[src/rtl/demux1_2_pingpong.sv]
// 1-to-2 valid/ready stream demultiplexer with a one-entry register slice per channel.
// The target is either an external select or a ping-pong bank that flips every BLOCK_LEN beats.
module demux1_2_pingpong #(
  parameter int DATA_WIDTH = 16,
  parameter int BLOCK_LEN  = 28,
  parameter int CNT_W      = $clog2(BLOCK_LEN)
) (
  input  logic                  clk,
  input  logic                  rst_n,
  input  logic                  mode,
  input  logic                  sel,
  input  logic                  restart,
  input  logic                  in_valid,
  output logic                  in_ready,
  input  logic [DATA_WIDTH-1:0] in_data,
  output logic                  out0_valid,
  input  logic                  out0_ready,
  output logic [DATA_WIDTH-1:0] out0_data,
  output logic                  out1_valid,
  input  logic                  out1_ready,
  output logic [DATA_WIDTH-1:0] out1_data,
  output logic                  bank,
  output logic                  block_done
);

  localparam logic [CNT_W-1:0] LAST = CNT_W'(BLOCK_LEN - 1);

  logic                  out0_valid_q, out0_valid_d;
  logic                  out1_valid_q, out1_valid_d;
  logic [DATA_WIDTH-1:0] out0_data_q, out0_data_d;
  logic [DATA_WIDTH-1:0] out1_data_q, out1_data_d;
  logic [CNT_W-1:0]      cnt_q, cnt_d;
  logic                  bank_q, bank_d;
  logic                  done_q, done_d;

  logic tgt;
  logic accept;
  logic load0, load1;

  assign tgt      = mode ? bank_q : sel;
  assign in_ready = tgt ? (!out1_valid_q || out1_ready) : (!out0_valid_q || out0_ready);
  assign accept   = in_valid && in_ready;
  assign load0    = accept && !tgt;
  assign load1    = accept && tgt;

  // A load wins over a drain on the same edge, so a full slice refills without a bubble.
  always_comb begin
    out0_valid_d = out0_valid_q;
    out0_data_d  = out0_data_q;
    out1_valid_d = out1_valid_q;
    out1_data_d  = out1_data_q;
    if (load0) begin
      out0_valid_d = 1'b1;
      out0_data_d  = in_data;
    end else if (out0_ready) begin
      out0_valid_d = 1'b0;
    end
    if (load1) begin
      out1_valid_d = 1'b1;
      out1_data_d  = in_data;
    end else if (out1_ready) begin
      out1_valid_d = 1'b0;
    end
  end

  // restart overrides any count update; the beat itself was already steered by the old bank.
  always_comb begin
    cnt_d  = cnt_q;
    bank_d = bank_q;
    done_d = 1'b0;
    if (restart) begin
      cnt_d  = '0;
      bank_d = 1'b0;
    end else if (accept && mode) begin
      if (cnt_q == LAST) begin
        cnt_d  = '0;
        bank_d = ~bank_q;
        done_d = 1'b1;
      end else begin
        cnt_d = cnt_q + CNT_W'(1);
      end
    end
  end

  always_ff @(posedge clk or negedge rst_n) begin
    if (!rst_n) begin
      out0_valid_q <= 1'b0;
      out1_valid_q <= 1'b0;
      out0_data_q  <= '0;
      out1_data_q  <= '0;
      cnt_q        <= '0;
      bank_q       <= 1'b0;
      done_q       <= 1'b0;
    end else begin
      out0_valid_q <= out0_valid_d;
      out1_valid_q <= out1_valid_d;
      out0_data_q  <= out0_data_d;
      out1_data_q  <= out1_data_d;
      cnt_q        <= cnt_d;
      bank_q       <= bank_d;
      done_q       <= done_d;
    end
  end

  assign out0_valid = out0_valid_q;
  assign out1_valid = out1_valid_q;
  assign out0_data  = out0_data_q;
  assign out1_data  = out1_data_q;
  assign bank       = bank_q;
  assign block_done = done_q;

endmodule

[config.mk]
export PLATFORM = sky130hd
export DESIGN_NAME = demux1_2_pingpong
export DESIGN_NICKNAME = d
export VERILOG_FILES = /design/src/rtl/demux1_2_pingpong.sv
export SDC_FILE = /design/constraint.sdc
export NUM_CORES = 1
export LEC_CHECK = 0
export CAP_MARGIN = 20
export CORE_UTILIZATION = 30
export DETAILED_ROUTE_END_ITERATION = 12
export HOLD_SLACK_MARGIN = 0.15
export PLACE_DENSITY = 0.58
export SYNTH_ARGS = -nofsm -noshare
export SYNTH_HDL_FRONTEND = slang
export SYNTH_SLANG_ARGS = --single-unit
[constraint.sdc]
create_clock -name clk -period 5 [get_ports clk]
set_clock_uncertainty 0.15 [all_clocks]
set_input_delay 0.75 -clock clk [delete_from_list [all_inputs] [get_ports clk]]
set_output_delay 0.75 -clock clk [all_outputs]
set_load 0.01 [all_outputs]
## Word-level counts from Yosys, hierarchy flattened

Cells that the tools add are included.

| word-level totals | value |
|---|---|
| register bits | 41 |
| input port bits | 24 |

| operators by class | value |
|---|---|
| reduce and logical (&&, ||, !) cells | 14 |
| muxes and demuxes | 15 |
| bitwise logic cells | 1 |
| equality and inequality tests | 1 |
| add/sub/neg operators | 1 |

Operators with widths:

| operator | number |
|---|---|
| 2-to-1 mux 5 bit | 3 |
| 2-to-1 mux 1 bit | 12 |
| nonzero test 2 bit | 4 |
| adder 5 x 1 -> 5 bit (second input constant) | 1 |
| equality test 5 bit (second input constant) | 1 |
| logical AND 1 bit | 4 |
| zero test 1 bit | 3 |
| logical OR 1 bit | 2 |
| AND reduction 2 bit | 1 |
| inverter 1 bit | 1 |

## Depth between registers and ports, before layout

Gate-level depths: netlist of the first run.

| logic depth | value |
|---|---|
| word-level depth | 7 |
| depth in mapped cells | 4 |
| mapped depth without buffers | 4 |

## Worst setup path after synthesis of the first run

Ideal clock, no wire load.

| timing | value |
|---|---|
| path kind | input -> output |
| from | input port mode |
| to | output port in_ready |
| stages on the path | 2 |
| arrival time | 1431 ps |
| path slack | 2669 ps |
| buffers on the path | 0 |
| data required time | 4100 ps |
| cells stage by stage | mux2i_2 > mux2_2 |

| on the way | value |
|---|---|
| cells in the longest elaborated chain, start to end | 2 |

RTL lines:

| element | line | text |
|---|---|---|
| start: declaration | 10 | `input logic mode,` |
| 2-to-1 mux 1 bit | 40 | `assign tgt = mode ? bank_q : sel;` |
| 2-to-1 mux 1 bit | 41 | `assign in_ready = tgt ? (!out1_valid_q \|\| out1_ready) : (!out0_valid_q \|\| out0_ready);` |
| end: declaration | 14 | `output logic in_ready,` |

Every way passes these cells.

## Final worst setup path of the first run

Ends and elaborated chain as after synthesis.

==> results of run 1 <==
final timing paths:
| check | from | endpoint | cells past startpoint |
|---|---|---|---|
| max | mode | in_ready | 4 |
| min in group asynchronous | rst_n | bank | 1 |
| min | out0_data[2] | out0_data[2] | 1 |
| max in group asynchronous | rst_n | out0_data[0] | 1 |
| max reg2reg | bank | cnt_q[1] | 3 |
| min reg2reg | out0_data[2] | out0_data[2] | 1 |
cells in the mapped netlist:
master and number:
inv_1 3, a21oi_1 2, nand2b_1 2, nand3_1 3, or3_4 1, or4_1 2
o311ai_0 2, nor3_1 1, o22ai_1 1, mux2i_1 1, mux2i_2 1, mux2_1 3
mux2_2 30, nand3_4 1, a21o_1 1, nand4b_1 1, o31ai_1 2, nand3b_4 1
dfrtp_1 41, and3b_1 1, a2111oi_0 1, o41ai_2 1, nand4_1 1, buf_6 3
ha_1 1, nor3b_1 1, or3_1 1, o41ai_1 1, nand2_1 6
final cells by class:
cell class                      instances  share of cell area (%)
Sequential cell                        41                    41.2
Multi-Input combinational cell         69                    26.3
Timing Repair Buffer                   60                    23.9
Tap cell                               72                    3.62
Clock buffer                            6                    2.92
Clock inverter                          2                    1.56
Inverter                                3                   0.452
worst register-to-register path: cells and delay by family (launching register included):
family | cells | cell delay [ns]
AND/OR/NAND/NOR | 2 | 1.01
flip-flops | 1 | 0.44
multiplexers | 1 | 0.19
through the flow:
stage	instance area, um^2	utilization [%]	instances
global placement	2380	42.9	245
finish	2490	44.9	253
floorplan	1730	-	116
CTS	2490	44.9	253
global route	2490	44.9	253
detailed placement	2380	42.9	245
layer usage:
layer  vias up  global-route usage [%]  wire length (um)
met2        49                    23.5              1820
met1       594                    15.8              1640
met3         5                    6.59               352
met5         -                       0                 0
li1        558                       -                 -
met4         0                    3.96                20
logic make-up after synthesis:
logic type	after synthesis	share of synthesized area, %
and+or+nand+nor	22	9.06
DFF	41	59.5
muxes	35	22.9
adders and majority gates	1	0.725
buffers and inverters	6	2.61
AOI/OAI and AO/OA	11	5.22
cell usage in the layout (no fill, tap or decap), drive strengths merged:
master	synthesis	layout
mux2i	2	2
dfrtp	41	41
nand3	4	4
clkdlybuf4s50	0	59
mux2	33	33
ha	1	1
o22ai	1	1
nand4	1	1
nand4b	1	1
o41ai	2	2
a21oi	2	2
inv	3	3
a21o	1	1
buf	3	1
and3b	1	1
or3	2	2
o311ai	2	2
or4	2	2
nand2	6	6
clkbuf	0	6
nand3b	1	1
o31ai	2	2
clkinv	0	1
nor3b	1	1
bufinv	0	1
a2111oi	1	1
nand2b	2	2
nor3	1	1
state kept, by name, summed over array words and instances (netlist names):
name / count
out0_data: 16
out0_valid: 1
bank: 1
out1_data: 16
block_done: 1
out1_valid: 1
cnt_q: 5
where the power goes:
part	total (mW)	switching, mW	leakage, nW	internal [mW]
Combinational	0.242	0.0892	0.481	0.153
Clock	0.261	0.111	0.0554	0.150
Sequential	0.415	0.0286	0.499	0.386
==> impl_results.md, run 1 <==
- Post-CTS Setup Bufs: 0
- Share of cells above drive strength 1: roughly a quarter
- DR WL/cell: between 15 and 20 um
- Final nets: approximately 200
- WHS: 0.357 ns
- Drt total wl: 3840 um
- Post-CTS sizing: 0
- Die H: ~80 um
- Overflow after GRT: 0
- Synth warnings: 0
- Clk slew on worst S/H paths: approximately 0.080 ns
- Cell count after synthesis: 116
- Via density: roughly 4.8
- GRT Total Usage: between 10% and 20%
- Final worst-path cycle share: ~69%
- Drt drc: 0
- Worst path buffer plus inverter count: 2
- RSZ-0062 raised after global routing: false
- Input/output buffers: 60
- CP most frequent cell: clkdlybuf4s50_1
- Inserted Clock Buffers: 5
- CP required: roughly 4.1 ns
- Top delay family on crit path: buffers and inverters
- Initial antenna violation count: 0
- Critical path class: in -> out
- Initial Utilization: 31.1%
- Multi-input combinational cell area: 654 um^2
- Clock latency on the worst-skew pair: 0.28 ns
- CP startpoint kind: primary input
- Critical path arrival: between 2 and 3 ns
- Clock Path Buffers: 2
- CP Max Fanout: 4
- Root buf cell: clkbuf_8
- Leak: around 1.0 nW
- FF+latch count, synth: 41
- Max Clock Freq: slightly below 0.3 GHz
- Number of global-route vias before repair: ~1300
- Sink Count: 41
- Site Rows: 27
- Placement Setup Slack: roughly 1.6 ns
- Slowest CP cell: clkdlybuf4s50_1
- I/O pins: 61
- Synthesized Nets: between 100 and 150
- Die W: roughly 80 um
- Full die area: 6060 um^2
- First-pass GRT wire length: about 6500 um
- Largest net degree at the start of global routing: 42
- Crit path time final: approximately 3.4 ns
- Synthesis-to-layout area growth: 44.2%
- Post-synth top area cell: dfrtp_1
- Final hold vios: 0
- Largest cells by area after synthesis: dfrtp_1 59%, mux2_2 20%, buf_6 2.0%
- DPL Wire Length: around 2600 um
- Fillers: 542
- Final setup fails: 0
- Ant diodes: 0
- Status: complete, no violations
- Top cell type's share of synthesized area: 59.5%
- Hold WC Path Type: reg -> reg
- Max-slew headroom: between 30% and 40%
- Register area share after synthesis: between 50% and 60%
- CTS tree: built
- Register Area: just over 1000 um^2
- Initial DRT Pass Iterations: 4
- R2R setup slack: ~3.1 ns
- Post-DRT Antenna Nets: 0
- PwrDens: 369 nW/um^2
- Pwr Total: approximately 0.9 mW
- Hold Buf Count CTS: 0
- Max-slew violation count: 0
- Htree depth: 2
- VDD IR max: about 180 uV
- Max-cap violation count: 0
- DR vias: about 1200
- CP peak stage delay: 0.57 ns
- Mapped Area: between 1500 and 2000 um^2
- Total negative slack: 0 ns
- Worst Slack Setup Final: around 1.6 ns
- GPL Wtd Cong: between 0.7 and 0.8
- Crit path capture type: output pin
- DR iter-0 viols: between 50 and 60
- CORE AREA: 5540 um^2
- Critical-path cell list: clkdlybuf4s50_1 > mux2i_2 > mux2_2 > clkdlybuf4s50_1
- Mapped Avg Cell Area: roughly 15 um^2
- Number of distinct library cells after synthesis: 29
- Measured slew at the worst slew-check pin: ~0.94 ns
Power figures use the tool's default switching activity.
==> inputs of run 2 (changes only) <==
Clock period 5 ns to 3.3 ns, I/O delays scaled along.
==> run 2 against run 1 <==
Compared with the run above: combinational power grew 51%; critical path type unchanged; via count is 1.2% lower; wire length decreased by 4.8%; highest routed layer unchanged; largest power group unchanged.
==> impl_results.md, run 2 (same netlist as run 1, synthesis figures left out) <==
- Max-slew headroom: 40.3% (was 37.6%)
- Initial Utilization: 31.1% (unchanged)
- Htree depth: 2 (unchanged)
- Most frequent cells in the layout: 59 x clkdlybuf4s50_1, 41 x dfrtp_1, 30 x mux2_2, 6 x nand2_1, 5 x clkbuf_8 (unchanged)
- PwrDens: 527 nW/um^2 (was 369 nW/um^2)
- Number of global-route vias before repair: 1307 (was 1315)
- Input/output buffers: 60 (unchanged)
- Initial antenna violation count: 0 (unchanged)
- Share of cells above drive strength 1: 23.3% (was 23.8%)
- Full die area: 6060 um^2 (unchanged)
- Site Rows: 27 (unchanged)
- Final worst-path cycle share: about nine tenths
- Max-cap violation count: 0 (unchanged)
- Max Clock Freq: 0.340 GHz
- Leading cell type in the layout, fill and taps excluded: clkdlybuf4s50_1 (unchanged)
- CORE AREA: 5540 um^2 (unchanged)
- Via density: 4.73 (was 4.77)
- Final hold vios: 0 (unchanged)
- Max-slew violation count: 0 (unchanged)
- CP required: 2.65 ns (was 4.10 ns)
- Total negative slack: 0 ns (unchanged)
- Crit path time final: about 2.9 ns
- Post-DRT Antenna Nets: 0 (unchanged)
- Critical path arrival: 2.30 ns (was 2.54 ns)
- CP Max Fanout: 4 (unchanged)
- RSZ-0062 raised after global routing: false (unchanged)
- Post-CTS Setup Bufs: 0 (unchanged)
- Largest net degree at the start of global routing: 42 (unchanged)
- DR iter-0 viols: 32 (was 52)
- Die H: 77.8 um (unchanged)
- GPL Wtd Cong: 0.742 (about the same)
- DR WL/cell: 14.5 um (was 15.2 um)
- Final nets: 205 (unchanged)
- Overflow after GRT: 0 (unchanged)
- Sink Count: 41 (unchanged)
- Drt total wl: 3650 um (was 3840 um)
- Worst Slack Setup Final: 0.356 ns (was 1.56 ns)
- Synthesis-to-layout area growth: 42.5% (was 44.2%)
- Measured slew at the worst slew-check pin: 0.895 ns (was 0.936 ns)
- CP startpoint kind: primary input (unchanged)
- Drt drc: 0 (unchanged)
- Hold Buf Count CTS: 0 (unchanged)
- Final setup fails: 0 (unchanged)
- First-pass GRT wire length: 6410 um (was 6510 um)
- CTS tree: built (unchanged)
- Inserted Clock Buffers: 5 (unchanged)
- Clock Path Buffers: 2 (unchanged)
- DR vias: 1191 (was 1206)
- Hold WC Path Type: in -> async (was reg -> reg)
- Crit path capture type: output pin (unchanged)
- VDD IR max: 265 uV (was 175 uV)
- Root buf cell: clkbuf_8 (unchanged)
- Status: complete, no violations (unchanged)
- DPL Wire Length: 2550 um (was 2640 um)
- Critical path class: in -> out (unchanged)
- Post-CTS sizing: 0 (unchanged)
- Leak: 1.02 nW (was 1.04 nW)
- Clk slew on worst S/H paths: 0.07 ns (was 0.08 ns)
- Initial DRT Pass Iterations: 4 (unchanged)
- GRT Total Usage: 13.7% (was 14.0%)
- I/O pins: 61 (unchanged)
- Placement Setup Slack: 0.364 ns (was 1.56 ns)
- Clock latency on the worst-skew pair: 0.28 ns (about the same)
- Ant diodes: 0 (unchanged)
- Die W: 77.8 um (unchanged)
## run 2: per-layer routing
| metal | vias up | GRT usage (%) | wire length [um] |
|---|---|---|---|
| met5 | - | 0 | 0 |
| met4 | 0 | 4.53 | 31 |
| met3 | 4 | 6.00 | 349 |
| met2 | 46 | 22.7 | 1770 |
| met1 | 587 | 15.8 | 1500 |
| li1 | 554 | - | - |
## run 2: final timing paths
path,start,to,slack (ns),cells past startpoint
worst max register to register,bank,cnt_q[1],1.46,3
worst min register to register,out0_data[14],out0_data[14],0.35,1
min in group clk,out0_data[14],out0_data[14],0.35,1
max in group asynchronous,rst_n,out1_data[4],2.26,1
worst min-delay path,rst_n,block_done,0.18,1
worst max-delay path,mode,in_ready,0.36,4
## run 2: per-stage QoR
step	area [um^2]	power [mW]	utilization (%)	std cells	hold WS (ns)
after global routing	2460	1.38	44.4	252	0.243
after global placement	2380	0.999	42.9	245	0.328
after detailed placement	2380	1.01	42.9	245	0.334
after CTS	2460	1.32	44.4	252	0.210
final	2460	1.30	44.4	252	0.184
after floorplan	1730	0.775	-	116	0.0494
## run 2: where the power goes
part	switching (mW)	internal [mW]	leakage, nW	total (mW)
Clock	0.157	0.146	0.0412	0.303
Combinational	0.134	0.231	0.481	0.365
Sequential	0.0426	0.585	0.499	0.628
## run 2: critical path: stages
cell,delay (ns)
clkdlybuf4s50_1,0.59
mux2i_2,0.37
mux2_2,0.38
clkdlybuf4s50_1,0.47
## run 2: area by class of cell
type	count	area, um^2
multi-input combinational	69	654
sequential	41	1030
timing repair buffer	60	596
fill	505	3080
tap	72	90.1
clock inverter	1	8.76
clock buffer	6	72.6
inverter	3	11.3
